## config.mk

```make
export PLATFORM = sky130hd
export DESIGN_NAME = hazard_unit
export DESIGN_NICKNAME = d
export VERILOG_FILES = /design/src/rtl/hazard_unit.sv
export SDC_FILE = /design/constraint.sdc
export NUM_CORES = 1
export LEC_CHECK = 0
export CAP_MARGIN = 0
export CORE_ASPECT_RATIO = 0.75
export CORE_MARGIN = 10
export CORE_UTILIZATION = 45
export DETAILED_ROUTE_END_ITERATION = 16
export GPL_ROUTABILITY_DRIVEN = 0
export GPL_TIMING_DRIVEN = 1
export PLACE_DENSITY = 0.84
export SLEW_MARGIN = 25
export SYNTH_ARGS = -nofsm -noshare
export SYNTH_HDL_FRONTEND = slang
export SYNTH_SLANG_ARGS = --single-unit
```

## constraint.sdc

```tcl
create_clock -name clk -period 5.26 [get_ports clk]
set_input_delay 0.526 -clock clk [delete_from_list [all_inputs] [get_ports clk]]
set_output_delay 0.526 -clock clk [all_outputs]
set_load 0.01 [all_outputs]
```

## src/rtl/hazard_unit.sv

```systemverilog
// Decode-stage RAW hazard detector for the 5-stage core.
// Compares decode sources against EX/MEM destinations, raises load-use
// stall/bubble controls, registers forwarding selects for the next EX
// cycle and keeps a saturating count of stall cycles.
module hazard_unit #(
  parameter int REG_AW = 5,
  parameter int CNT_W  = 16
) (
  input  logic              clk,
  input  logic              rst_n,
  input  logic              we_ex,
  input  logic              we_mem,
  input  logic [REG_AW-1:0] rd_ex,
  input  logic [REG_AW-1:0] rd_mem,
  input  logic [REG_AW-1:0] rs1_dec,
  input  logic [REG_AW-1:0] rs2_dec,
  input  logic              mem_read_ex,
  output logic [3:0]        RAW_hazards,
  output logic              stall_if,
  output logic              stall_dec,
  output logic              flush_ex,
  output logic [1:0]        fwd_rs1_sel,
  output logic [1:0]        fwd_rs2_sel,
  output logic [CNT_W-1:0]  stall_count
);

  // Forwarding select encoding as seen by the EX operand muxes.
  localparam logic [1:0] SEL_RF  = 2'b00;
  localparam logic [1:0] SEL_MEM = 2'b01;
  localparam logic [1:0] SEL_WB  = 2'b10;

  logic              ex_writes;
  logic              mem_writes;
  logic              load_use;
  logic [1:0]        fwd_rs1_sel_d, fwd_rs1_sel_q;
  logic [1:0]        fwd_rs2_sel_d, fwd_rs2_sel_q;
  logic [CNT_W-1:0]  stall_count_d, stall_count_q;

  // A producer only counts if it writes a real register; x0 is hardwired.
  assign ex_writes  = we_ex  && (rd_ex  != '0);
  assign mem_writes = we_mem && (rd_mem != '0);

  // Per-source match flags: {rs2_mem, rs2_ex, rs1_mem, rs1_ex}.
  always_comb begin
    RAW_hazards    = 4'b0000;
    RAW_hazards[0] = ex_writes  && (rd_ex  == rs1_dec);
    RAW_hazards[1] = mem_writes && (rd_mem == rs1_dec);
    RAW_hazards[2] = ex_writes  && (rd_ex  == rs2_dec);
    RAW_hazards[3] = mem_writes && (rd_mem == rs2_dec);
  end

  // A load in EX cannot forward in time: hold IF/DEC and bubble EX.
  assign load_use  = mem_read_ex && (RAW_hazards[0] || RAW_hazards[2]);
  assign stall_if  = load_use;
  assign stall_dec = load_use;
  assign flush_ex  = load_use;

  // Next-cycle forwarding selects; the most recent writer (EX) wins, and a
  // bubble entering EX needs no forwarding at all.
  always_comb begin
    fwd_rs1_sel_d = SEL_RF;
    fwd_rs2_sel_d = SEL_RF;
    if (!load_use) begin
      if (RAW_hazards[0])      fwd_rs1_sel_d = SEL_MEM;
      else if (RAW_hazards[1]) fwd_rs1_sel_d = SEL_WB;
      if (RAW_hazards[2])      fwd_rs2_sel_d = SEL_MEM;
      else if (RAW_hazards[3]) fwd_rs2_sel_d = SEL_WB;
    end
  end

  // Stall-cycle counter sticks at all-ones instead of wrapping.
  always_comb begin
    stall_count_d = stall_count_q;
    if (load_use && (stall_count_q != '1)) stall_count_d = stall_count_q + 1'b1;
  end

  // State registers with asynchronous active-low reset.
  always_ff @(posedge clk or negedge rst_n) begin
    if (!rst_n) begin
      fwd_rs1_sel_q <= SEL_RF;
      fwd_rs2_sel_q <= SEL_RF;
      stall_count_q <= '0;
    end else begin
      fwd_rs1_sel_q <= fwd_rs1_sel_d;
      fwd_rs2_sel_q <= fwd_rs2_sel_d;
      stall_count_q <= stall_count_d;
    end
  end

  assign fwd_rs1_sel = fwd_rs1_sel_q;
  assign fwd_rs2_sel = fwd_rs2_sel_q;
  assign stall_count = stall_count_q;

endmodule

```

### After elaboration in Yosys (flattened, before gate mapping)

Cells that the tools add are included.

| cells by class | value |
|---|---|
| add/subtract/negate cells | 1 |
| equality and inequality tests | 5 |
| reductions and logical operators | 11 |
| mux-type cells | 6 |

Operator list:

| operator | number |
|---|---|
| 5-bit equality test | 4 |
| 16-bit by 1-bit adder with 16-bit output, second input constant | 1 |
| 16-bit inequality test, second input constant | 1 |
| 2-bit 2-to-1 mux | 6 |
| 5-bit nonzero test | 2 |
| 1-bit logical AND | 8 |
| 1-bit logical OR | 1 |

| storage, ports and cells | value |
|---|---|
| logic and storage cells | 26 |
| bits of input ports | 25 |
| output and inout port bits | 27 |
| bits in registers | 20 |

### Depth between registers and ports, before layout

Gate-level depths: netlist (run 1).

| depth | value |
|---|---|
| word-level depth | 6 |
| depth in mapped cells | 8 |
| gate-level depth less buffers | 7 |

### Least setup slack after synthesis (run 1)

No wires, ideal clock.

| path | value |
|---|---|
| path type | input-to-output |
| start | in rd_ex[4] |
| end | out stall_dec |
| path buffers | 1 |
| stages | 6 |
| arrival time | 1.666 ns |
| required time | 4.734 ns |
| slack | 3.068 ns |
| path through | xnor2_1 nand3_1 nor3_1 nor2_1 nor2_1 buf_4 |

| on the way | value |
|---|---|
| longest elaborated chain between the ends | 5 |
| elaborated cells on any way between the ends | 8 |
| those cells by class | 2 x eq/ne; 6 x reduce/logical |

RTL lines:

| what | RTL line | text |
|---|---|---|
| from (decl) | 13 | `input logic [REG_AW-1:0] rd_ex,` |
| 5-bit nonzero test | 40 | `assign ex_writes = we_ex && (rd_ex != '0);` |
| 1-bit logical AND | 40 |  |
| 1-bit logical AND (on tied branches) | 46, 48 |  |
| 1-bit logical OR * | 53 | `assign load_use = mem_read_ex && (RAW_hazards[0] \|\| RAW_hazards[2]);` |
| 1-bit logical AND * | 53 |  |
| to (decl) | 20 | `output logic stall_dec,` |

Mark *: on every way between the ends. The rest lies on a longest branch, timed or not.

### Worst setup path after layout (run 1)

| path | value |
|---|---|
| start | in rs1_dec[1] |
| end | out flush_ex |

| on the way | value |
|---|---|
| longest elaborated chain between the ends | 4 |

RTL lines:

| what | RTL line | text |
|---|---|---|
| from (decl) | 15 | `input logic [REG_AW-1:0] rs1_dec,` |
| 5-bit equality test | 46 | `RAW_hazards[0] = ex_writes && (rd_ex == rs1_dec);` |
| 1-bit logical AND | 46 |  |
| 1-bit logical OR | 53 |  |
| 1-bit logical AND | 53 |  |
| to (decl) | 21 | `output logic flush_ex,` |

No other way between the ends.

==> out/results.tsv, run 1 <==
stage	metric	value	unit
run_status	status	finished, final reports clean	
placed_design	port bufs	51	
power_and_ir_drop	Int Power	259	µW
clock_tree	Clock Sink Count	20	
drt	vias per cell	5.23	
synth	most frequent cell after synthesis	dfrtp_1	
finish	antenna diode count	0	
finish	Post-Layout Cell Count	211	
finish	layout cell share with drive strength beyond 1	0.0743	
drt	DRC viols	0	
floorplan	die height	65.1	µm
setup_path	CP startpoint kind	primary input	
finish	Nets	202	
synth	Top FF cell, synth	dfrtp_1	
floorplan	I/O Pins	52	
floorplan	Die Wd	80.2	µm
power_and_ir_drop	part of the power in combinational logic	0.267	
floorplan	Initial Util	0.469	
global_route	total gr overflow	0	
synth	number of synthesized flops with an enable pin	0	
synth	mapped cell area	1220	µm²
timing	clk_skew	0.00868	ns
clock_tree	Clock Latency Late Sink	0.30	ns
synth	Post-synth top cells	dfrtp_1, xor2_1, xnor2_1	
timing	fmax	308	MHz
clock_tree	cts bufs inserted	3	
setup_path	Worst Path Arrival	2.72	ns
power_and_ir_drop	Clk pwr share	0.248	
power_and_ir_drop	sequential share of power	0.485	
drt	via count	1103	
job	max cap viols	0	
placed_design	Cells after DPL	207	
floorplan	Rows	16	
clock_tree	Root Buffer	clkbuf_4	
clock_tree	Hold-fix buffers, CTS	0	
synth	Post-synth ARST share	1.00	
setup_path	crit end category	output pin	
setup_path	CP Max Fanout	5	
synth	Area contributors post-synth	dfrtp_1, xor2_1, xnor2_1, nor4_1, nor2_1	
synth	Synth cell types	27	
clock_tree	Clock Path Buffers	2	
finish	multi-input logic area	683	µm²
drt	Routed Antenna Nets	0	
drt	DR iter-0 viols	94	
power_and_ir_drop	Psw	102	µW
power_and_ir_drop	Max IR drop VDD	0.221	mV
timing	Hold Fails Final Rpt	0	
finish	Fill cells	214	
timing	Final min period	3.24	ns
drt	Detailed Routing Iterations Pass 1	4	
global_route	vias in the first global route	1106	
drt	routed length per instance	16.3	µm
timing	slew at the pin with the worst max-slew slack	0.870	ns
clock_tree	Clock transition at path regs	0.12	ns
finish	post-route core utilization	0.687	
synth	Syn Area/Cell	9.93	µm²
global_route	initial antenna violation count	0	
setup_path	Setup Crit Path Kind	primary input to output pin	
timing	final setup fails	0	
floorplan	Die ar.	5220	µm²
finish	Sequential cell area	500	µm²
drt	final wirelength	3.44	mm
global_route	global-route wire length before repair	5.40	mm
floorplan	placeable core area	2600	µm²
placed_design	Post-DP HPWL	2.93	mm
setup_path	worst endpoint required time	4.73	ns
synth	Syn Nets	149	
synth	post-synth top area cell	dfrtp_1	
synth	area share of the largest cell type after synthesis	0.410	
clock_tree	post-CTS sizing	0	
power_and_ir_drop	Leakage Power	0.000722	µW
timing	Setup TNS	0	ns
power_and_ir_drop	Net Sw Frac	0.282	
synth	Yosys reg bits	20	
placed_design	placed inst area	1750	µm²
synth	Seq/Total Area, Yosys	0.410	
synth	Post-Syn Instances	123	
global_route	GRT Util Overall	0.128	
hold_path	hold crit path type	flop to flop	
clock_tree	H-tree Lvls	1	
timing	unrepaired setup endpoints after global routing	false	
timing	final-report max-slew violation count	0	
synth	Synthesis Warnings	0	
timing	max_slew headroom	0.418	
global_route	pin count of the biggest net entering global routing	21	
finish	post-route design area	1790	µm²
clock_tree	# Post-CTS Setup Buffers	0	
clock_tree	CTS tree	built	
power_and_ir_drop	PwrDens	202	nW/µm²
timing	period utilisation layout	0.617	
finish	Area growth syn-to-layout	46.3	%
==> state kept, by name, summed over array words and instances (netlist names) <==
register,cells
stall_count,16
fwd_rs1_sel,2
fwd_rs2_sel,2
==> routing by layer <==
layer	routed length (µm)	vias up	GRT usage
met4	28	0	0.0351
met2	1780	44	0.212
li1	-	530	-
met5	0	-	0
met3	254	6	0.0448
met1	1380	523	0.154
==> power by group through the flow <==
stage / Combinational (µW) / Clock, µW / Sequential (µW)
floorplan: 34.5 / 0 / 180
global placement: 92.6 / 0 / 176
detailed placement: 97.3 / 0 / 178
CTS: 98.1 / 91.7 / 175
global route: 105 / 98.1 / 176
finish: 96.1 / 89.5 / 175
==> cells in the final DEF (no fill, tap or decap) <==
| cell | netlist | final |
|---|---|---|
| nor3b_1 | 2 | 2 |
| xnor2_1 | 14 | 14 |
| nor2_1 | 11 | 11 |
| nor4_1 | 8 | 8 |
| mux2_1 | 1 | 1 |
| nand3_1 | 7 | 7 |
| nand4_1 | 4 | 4 |
| clkdlybuf4s50_1 | 0 | 51 |
| or4_4 | 1 | 1 |
| or4_1 | 1 | 1 |
| o211ai_4 | 1 | 1 |
| a21oi_2 | 1 | 1 |
| nor2b_1 | 2 | 2 |
| dfrtp_1 | 20 | 20 |
| o21ai_0 | 2 | 2 |
| or2_1 | 1 | 1 |
| xor2_1 | 18 | 18 |
| nor3_1 | 5 | 5 |
| o21ai_2 | 1 | 1 |
| nor3_2 | 2 | 2 |
| clkbuf_4 | 0 | 3 |
| mux2_2 | 3 | 3 |
| nand2b_1 | 1 | 1 |
| o211ai_1 | 1 | 1 |
| clkbuf_8 | 0 | 1 |
| inv_1 | 3 | 3 |
| ha_1 | 1 | 1 |
| nand2_1 | 9 | 9 |
==> area by class of cell <==
class	instances	share of cell area
clock buffers	4	0.0203
inverters	3	0.00630
multi-input cells	97	0.382
flip-flops and latches	20	0.280
well taps	36	0.0252
repair buffers	51	0.286
==> cell families after synthesis <==
group           Yosys count  synth area share
buf+inv                   6            0.0307
simple gates             54             0.237
flops                    20             0.410
mux                       4            0.0369
fa+ha+maj                 1            0.0102
compound gates            6            0.0461
xor+xnor                 32             0.230
==> worst paths after layout <==
kind	startpoint	end	slack, ns	cells past startpoint
min in group asynchronous	rst_n	stall_count[8]$_DFFE_PN0P_	0.70	1
min reg2reg	stall_count[9]$_DFFE_PN0P_	stall_count[9]$_DFFE_PN0P_	0.50	1
max reg2reg	stall_count[0]$_DFFE_PN0P_	stall_count[14]$_DFFE_PN0P_	3.15	6
max in group asynchronous	rst_n	stall_count[14]$_DFFE_PN0P_	4.02	1
min	stall_count[9]$_DFFE_PN0P_	stall_count[9]$_DFFE_PN0P_	0.50	1
max	rs1_dec[1]	flush_ex	2.02	7
==> metrics by stage <==
step / setup WS [ns] / hold WS, ns / power [µW]
after floorplan: 3.07 / 0.230 / 215
after global placement: 2.09 / 0.480 / 269
after detailed placement: 2.00 / 0.491 / 275
after CTS: 2.00 / 0.507 / 365
after global routing: 1.80 / 0.529 / 379
final: 2.02 / 0.500 / 361
==> worst max-delay path, cell delays in order <==
cell,delay (ns)
clkdlybuf4s50_1,0.54
xnor2_1,0.16
nand3_1,0.13
nor3_1,0.32
nor2_1,0.16
nor2_1,0.28
clkdlybuf4s50_1,0.61
Power figures use the tool's default switching activity.
==> run 2: changes to the inputs <==
Settings changed: CORE_UTILIZATION 45 to 38, PLACE_DENSITY 0.84 to 0.76.
Clock period 5.26 ns to 2.9 ns, I/O delays scaled along.
==> run 2 against run 1 <==
Via count decreased by 3.2%; clock power increased to 3.1 times the previous value; core utilization decreased by 8.2 points; die area increased by 13%; design area increased by 2.2%; combinational power increased by 81%; setup slack got worse by 1.8 ns; first-iteration DRC count decreased by 36%; global-route usage decreased by 0.67 points; critical path type unchanged; critical endpoint is now stall_dec; largest cell class unchanged.
==> out/results.tsv, run 2 (synthesized netlist as in run 1, its figures left out) <==
stage	metric	value	unit	change
run_status	status	finished, final reports clean		
drt	Routed Antenna Nets	0		unchanged
timing	max_slew headroom	0.411		-0.00778
global_route	initial antenna violation count	0		unchanged
placed_design	Place WS	0.102	ns	-1.90 ns
drt	DRC viols	0		unchanged
floorplan	Die Wd	85.5	µm	+6.6%
floorplan	placeable core area	3020	µm²	+16%
power_and_ir_drop	Clk pwr share	0.362		+0.114
finish	Nets	202		unchanged
timing	Final min period	2.72	ns	
global_route	GRT Util Overall	0.121		-0.00675
timing	Final Worst Setup Slack	0.180	ns	-1.84 ns
floorplan	Die ar.	5900	µm²	+13%
clock_tree	# Post-CTS Setup Buffers	0		unchanged
timing	period utilisation layout	0.938		
placed_design	Post-DP HPWL	3.04	mm	+3.6%
power_and_ir_drop	sequential share of power	0.412		-0.073
floorplan	die height	69.1	µm	+6.1%
setup_path	worst endpoint required time	2.61	ns	-2.12 ns
clock_tree	cts bufs inserted	3		unchanged
job	max cap viols	0		unchanged
setup_path	CP Max Fanout	5		unchanged
timing	final-report max-slew violation count	0		unchanged
clock_tree	Clock Path Buffers	2		unchanged
drt	via count	1068		-3.2%
drt	Detailed Routing Iterations Pass 1	4		unchanged
power_and_ir_drop	Int Power	577	µW	+120%
clock_tree	H-tree Lvls	1		unchanged
timing	Setup TNS	0	ns	unchanged
drt	routed length per instance	16.7	µm	+2.5%
power_and_ir_drop	Net Sw Frac	0.249		-0.0327
finish	antenna diode count	0		unchanged
finish	number of flip-flops in the largest register	16		unchanged
clock_tree	Clock Latency Late Sink	0.26	ns	-0.04 ns
setup_path	CP startpoint kind	primary input		
power_and_ir_drop	Max IR drop VDD	0.317	mV	+43%
clock_tree	Root Buffer	clkbuf_8		
clock_tree	Clock transition at path regs	0.08	ns	-0.04 ns
finish	layout cell share with drive strength beyond 1	0.0800		+0.00571
finish	commonest non-fill, non-tap cell in the layout	clkdlybuf4s50_1		
floorplan	Initial Util	0.404		-0.0649
timing	Hold Fails Final Rpt	0		unchanged
finish	post-route design area	1830	µm²	+2.2%
timing	fmax	368	MHz	
placed_design	port bufs	51		unchanged
floorplan	Rows	17		+1
drt	DR iter-0 viols	60		-36%
placed_design	placed inst area	1750	µm²	+0.14%
finish	commonest cells after routing, fill and taps aside	clkdlybuf4s50_1, dfrtp_1, xor2_1		
power_and_ir_drop	Psw	192	µW	+88%
power_and_ir_drop	PwrDens	421	nW/µm²	+110%
clock_tree	CTS tree	built		
timing	hold_ws	0.506	ns	+0.00591 ns
hold_path	hold crit path type	flop to flop		
power_and_ir_drop	Leakage Power	0.000737	µW	+2.0%
timing	slew at the pin with the worst max-slew slack	0.881	ns	+0.0116 ns
floorplan	I/O Pins	52		unchanged
power_and_ir_drop	part of the power in combinational logic	0.226		-0.041
clock_tree	Clock Sink Count	20		unchanged
setup_path	Worst Path Arrival	2.43	ns	-0.29 ns
drt	vias per cell	5.01		-4.1%
global_route	global-route wire length before repair	5.98	mm	+11%
timing	clk_skew	0.00310	ns	-0.00558 ns
global_route	total gr overflow	0		unchanged
timing	final setup fails	0		unchanged
global_route	pin count of the biggest net entering global routing	21		unchanged
power_and_ir_drop	Power Total	768	µW	+110%
global_route	vias in the first global route	1094		-1.1%
drt	final wirelength	3.56	mm	+3.5%
finish	Area growth syn-to-layout	49.6	%	
setup_path	Setup Crit Path Kind	primary input to output pin		
timing	unrepaired setup endpoints after global routing	false		
setup_path	crit end category	output pin		
## run 2: cell types whose count changed in the layout (fill, tap and decap cells not counted), sizes merged
| cell | change |
|---|---|
| bufinv | +1 |
| clkbuf | -1 |
## run 2: repair_timing
item,4_1_cts,5_1_grt
hold buffers,0,0
gates resized for setup,0,1
endpoints found under the setup margin,0,3
## run 2: final cells by class
cell class,count,area [µm²]
well taps,38,47.5
inverters,3,11.3
fillers,248,1190
repair buffers,51,510
multi-input cells,97,686
flip-flops and latches,20,500
clock buffers,3,41.3
clock inverters,1,30.0
## run 2: worst paths after layout
check | depth (start not counted) | end | slack, ns | start
setup reg to reg | 6 | stall_count[14]$_DFFE_PN0P_ | 0.66 | stall_count[0]$_DFFE_PN0P_
max in group asynchronous | 1 | stall_count[13]$_DFFE_PN0P_ | 1.83 | rst_n
hold reg to reg | 1 | stall_count[5]$_DFFE_PN0P_ | 0.51 | stall_count[5]$_DFFE_PN0P_
hold / removal | 1 | stall_count[5]$_DFFE_PN0P_ | 0.51 | stall_count[5]$_DFFE_PN0P_
setup / recovery | 7 | stall_dec | 0.18 | rs1_dec[4]
min in group asynchronous | 1 | stall_count[9]$_DFFE_PN0P_ | 0.53 | rst_n
## run 2: per-stage QoR
step,util,std cells
after floorplan,-,123
after global placement,0.580,209
after detailed placement,0.580,209
after CTS,0.604,213
after global routing,0.605,213
final,0.605,213
## run 2: power groups by stage
stage	sequential, µW	combinational (µW)	clock [µW]
final	317	174	278
after global routing	321	190	297
after CTS	317	176	279
after detailed placement	322	176	0
after global placement	319	169	0
after floorplan	327	62.5	0
## run 2: worst max-delay path, stage by stage
cell             delay [ns]
clkdlybuf4s50_1        0.55
xnor2_1                0.14
nand3_1                0.12
nor3_1                 0.32
nor2_1                 0.17
nor2_2                 0.24
clkdlybuf4s50_1        0.60
## run 2: metal layers
metal	up-vias	GRT usage	routed length, µm
li1	529	-	-
met1	513	0.159	1640
met2	24	0.192	1740
met3	2	0.0316	160
met4	0	0.0272	29
met5	-	0	0
==> run 3: changes to the inputs <==
Settings changed: CORE_UTILIZATION 38 to 45, DONT_BUFFER_PORTS set to 1, PLACE_DENSITY 0.76 to not set.
==> run 3 against run 2 <==
Core utilization shrank 11 points; clock skew is 0.0078 ns higher; global-route usage shrank 1.1 points; critical path depth fell by 1; hold slack got worse by 0.48 ns; via count is 19% lower; sequential share of layout area increased by 11 points; cell count decreased by 24%; critical endpoint is now stall_count[14]$_DFFE_PN0P_; largest power group unchanged.
==> out/results.tsv, run 3 (synthesized netlist as in run 1, its figures left out) <==
stage	metric	value	unit	change
run_status	status	finished, final reports clean		
finish	Area growth syn-to-layout	5.74	%	
finish	commonest non-fill, non-tap cell in the layout	dfrtp_1		
timing	fmax	468	MHz	+27%
power_and_ir_drop	Net Sw Frac	0.275		+0.0259
global_route	total gr overflow	0		unchanged
clock_tree	Root Buffer	clkbuf_4		
power_and_ir_drop	PwrDens	439	nW/µm²	+4.4%
clock_tree	Clock Sink Count	20		unchanged
clock_tree	Clock transition at path regs	0.12	ns	+0.04 ns
global_route	initial antenna violation count	0		unchanged
hold_path	hold crit path type	primary input to flop		
global_route	global-route wire length before repair	4.64	mm	-22%
floorplan	Rows	16		-1
timing	Hold Fails Final Rpt	0		unchanged
setup_path	worst endpoint required time	3.10	ns	+0.49 ns
setup_path	cells along the critical path	ha_1, inv_1, nor4_1, nand2_1, nor4_1, mux2_2		
floorplan	die height	65.1	µm	-5.8%
clock_tree	H-tree Lvls	1		unchanged
finish	number of flip-flops in the largest register	16		unchanged
timing	unrepaired setup endpoints after global routing	false		
clock_tree	Clock Latency Late Sink	0.30	ns	+0.04 ns
setup_path	Worst R2R Start	stall_count[0]$_DFFE_PN0P_		
power_and_ir_drop	Max IR drop VDD	0.299	mV	-5.6%
floorplan	Die Wd	80.2	µm	-6.2%
power_and_ir_drop	part of the power in combinational logic	0.138		-0.088
job	max cap viols	0		unchanged
floorplan	I/O Pins	52		unchanged
placed_design	port bufs	0		-100%
setup_path	CP startpoint kind	flop		
drt	vias per cell	5.33		+6.2%
finish	layout cell share with drive strength beyond 1	0.111		+0.0311
timing	clk_skew	0.0109	ns	+0.00779 ns
power_and_ir_drop	Psw	156	µW	-19%
power_and_ir_drop	Clk pwr share	0.284		-0.078
placed_design	Post-DP HPWL	2.39	mm	-21%
drt	DRC viols	0		unchanged
floorplan	Die ar.	5220	µm²	-12%
timing	final setup fails	0		unchanged
timing	max_slew headroom	0.438		+0.0269
setup_path	crit path max-delay cell type	nor4_1		
setup_path	crit end category	flop		
timing	slew at the pin with the worst max-slew slack	0.836	ns	-0.0453 ns
timing	Setup TNS	0	ns	unchanged
drt	DR iter-0 viols	39		-35%
timing	hold_ws	0.0295	ns	-0.477 ns
hold_path	HP Start	mem_read_ex		
setup_path	flop2flop setup slack	0.76	ns	+0.10 ns
finish	antenna diode count	0		unchanged
power_and_ir_drop	sequential share of power	0.578		+0.166
setup_path	Crit path top cell by count	nor4_1		
setup_path	CP peak stage delay	0.54	ns	-0.06 ns
drt	final wirelength	2.83	mm	-20%
drt	routed length per instance	17.5	µm	+4.5%
drt	via count	863		-19%
setup_path	Worst Path Arrival	2.34	ns	-0.09 ns
global_route	vias in the first global route	923		-16%
clock_tree	post-CTS sizing	0		unchanged
power_and_ir_drop	Int Power	411	µW	-29%
floorplan	Initial Util	0.469		+0.0649
setup_path	CP Max Fanout	4		-1
global_route	pin count of the biggest net entering global routing	21		unchanged
timing	Final min period	2.14	ns	-0.581 ns
setup_path	Crit. Startpoint	stall_count[0]$_DFFE_PN0P_		
finish	commonest cells after routing, fill and taps aside	dfrtp_1, xor2_1, xnor2_1		
drt	Detailed Routing Iterations Pass 1	4		unchanged
clock_tree	Clock Path Buffers	2		unchanged
setup_path	Setup Crit Path Kind	flop to flop		
clock_tree	CTS tree	built		
timing	final-report max-slew violation count	0		unchanged
clock_tree	cts bufs inserted	3		unchanged
drt	Routed Antenna Nets	0		unchanged
finish	Nets	153		-24%
floorplan	placeable core area	2600	µm²	-14%
power_and_ir_drop	Power Total	567	µW	-26%
global_route	GRT Util Overall	0.110		-0.0111
power_and_ir_drop	Leakage Power	0.000543	µW	-26%
timing	period utilisation layout	0.738		-0.200
[run 3: cell types whose count changed in the layout (fill, tap and decap cells not counted)]
cell | previous run | this run
clkbuf_8 | 3 | 1
clkdlybuf4s50_1 | 51 | 0
clkbuf_4 | 0 | 3
bufinv_16 | 1 | 0
nor2_1 | 10 | 11
buf_2 | 0 | 1
dlygate4sd3_1 | 0 | 1
nor2_2 | 1 | 0
[run 3: power by group through the flow]
| stage | clock (µW) | sequential, µW | combinational (µW) |
|---|---|---|---|
| after floorplan | 0 | 327 | 62.5 |
| after global placement | 0 | 333 | 69.8 |
| after detailed placement | 0 | 335 | 72.4 |
| after CTS | 168 | 329 | 79.2 |
| after global routing | 181 | 333 | 90.7 |
| final | 161 | 328 | 78.4 |
[run 3: area by class of cell]
| type | count | area, µm² |
|---|---|---|
| Sequential cell | 20 | 500 |
| Fill cell | 253 | 1310 |
| Multi-Input combinational cell | 97 | 683 |
| Clock buffer | 4 | 36.3 |
| Tap cell | 36 | 45.0 |
| Inverter | 3 | 11.3 |
| Timing Repair Buffer | 2 | 15.0 |
[run 3: per-stage QoR]
stage	instance area, µm²	setup WS, ns	utilization	std cells
final	1290	0.761	0.496	162
after global routing	1290	0.512	0.496	162
after CTS	1290	0.781	0.494	161
after detailed placement	1240	0.791	0.476	156
after global placement	1240	0.852	0.476	156
after floorplan	1220	1.03	-	123
[run 3: what timing repair did]
action                    4_1_cts  5_1_grt
hold endpoints to repair       20       20
hold buffers                    1        1
setup buffers                   0        0
[run 3: final timing paths]
path                            cells past startpoint                           to
worst max-delay path                                6  stall_count[14]$_DFFE_PN0P_
worst min-delay path                                1     fwd_rs1_sel[0]$_DFF_PN0_
worst max register to register                      6  stall_count[14]$_DFFE_PN0P_
worst min register to register                      1   stall_count[9]$_DFFE_PN0P_
max in group asynchronous                           2   stall_count[3]$_DFFE_PN0P_
min in group asynchronous                           2  stall_count[14]$_DFFE_PN0P_
[run 3: routing by layer]
layer	global-route usage	vias up	part of all wire
li1	-	431	-
met1	0.128	400	0.41
met2	0.173	28	0.47
met3	0.0652	4	0.11
met4	0.0197	0	0.0081
met5	0	-	0
[run 3: critical path, delay by kind of cell (launching register included)]
kind,cells,cell delay [ns]
flops,1,0.47
mux,1,0.38
simple gates,3,0.93
buf+inv,1,0.07
fa+ha+maj,1,0.20
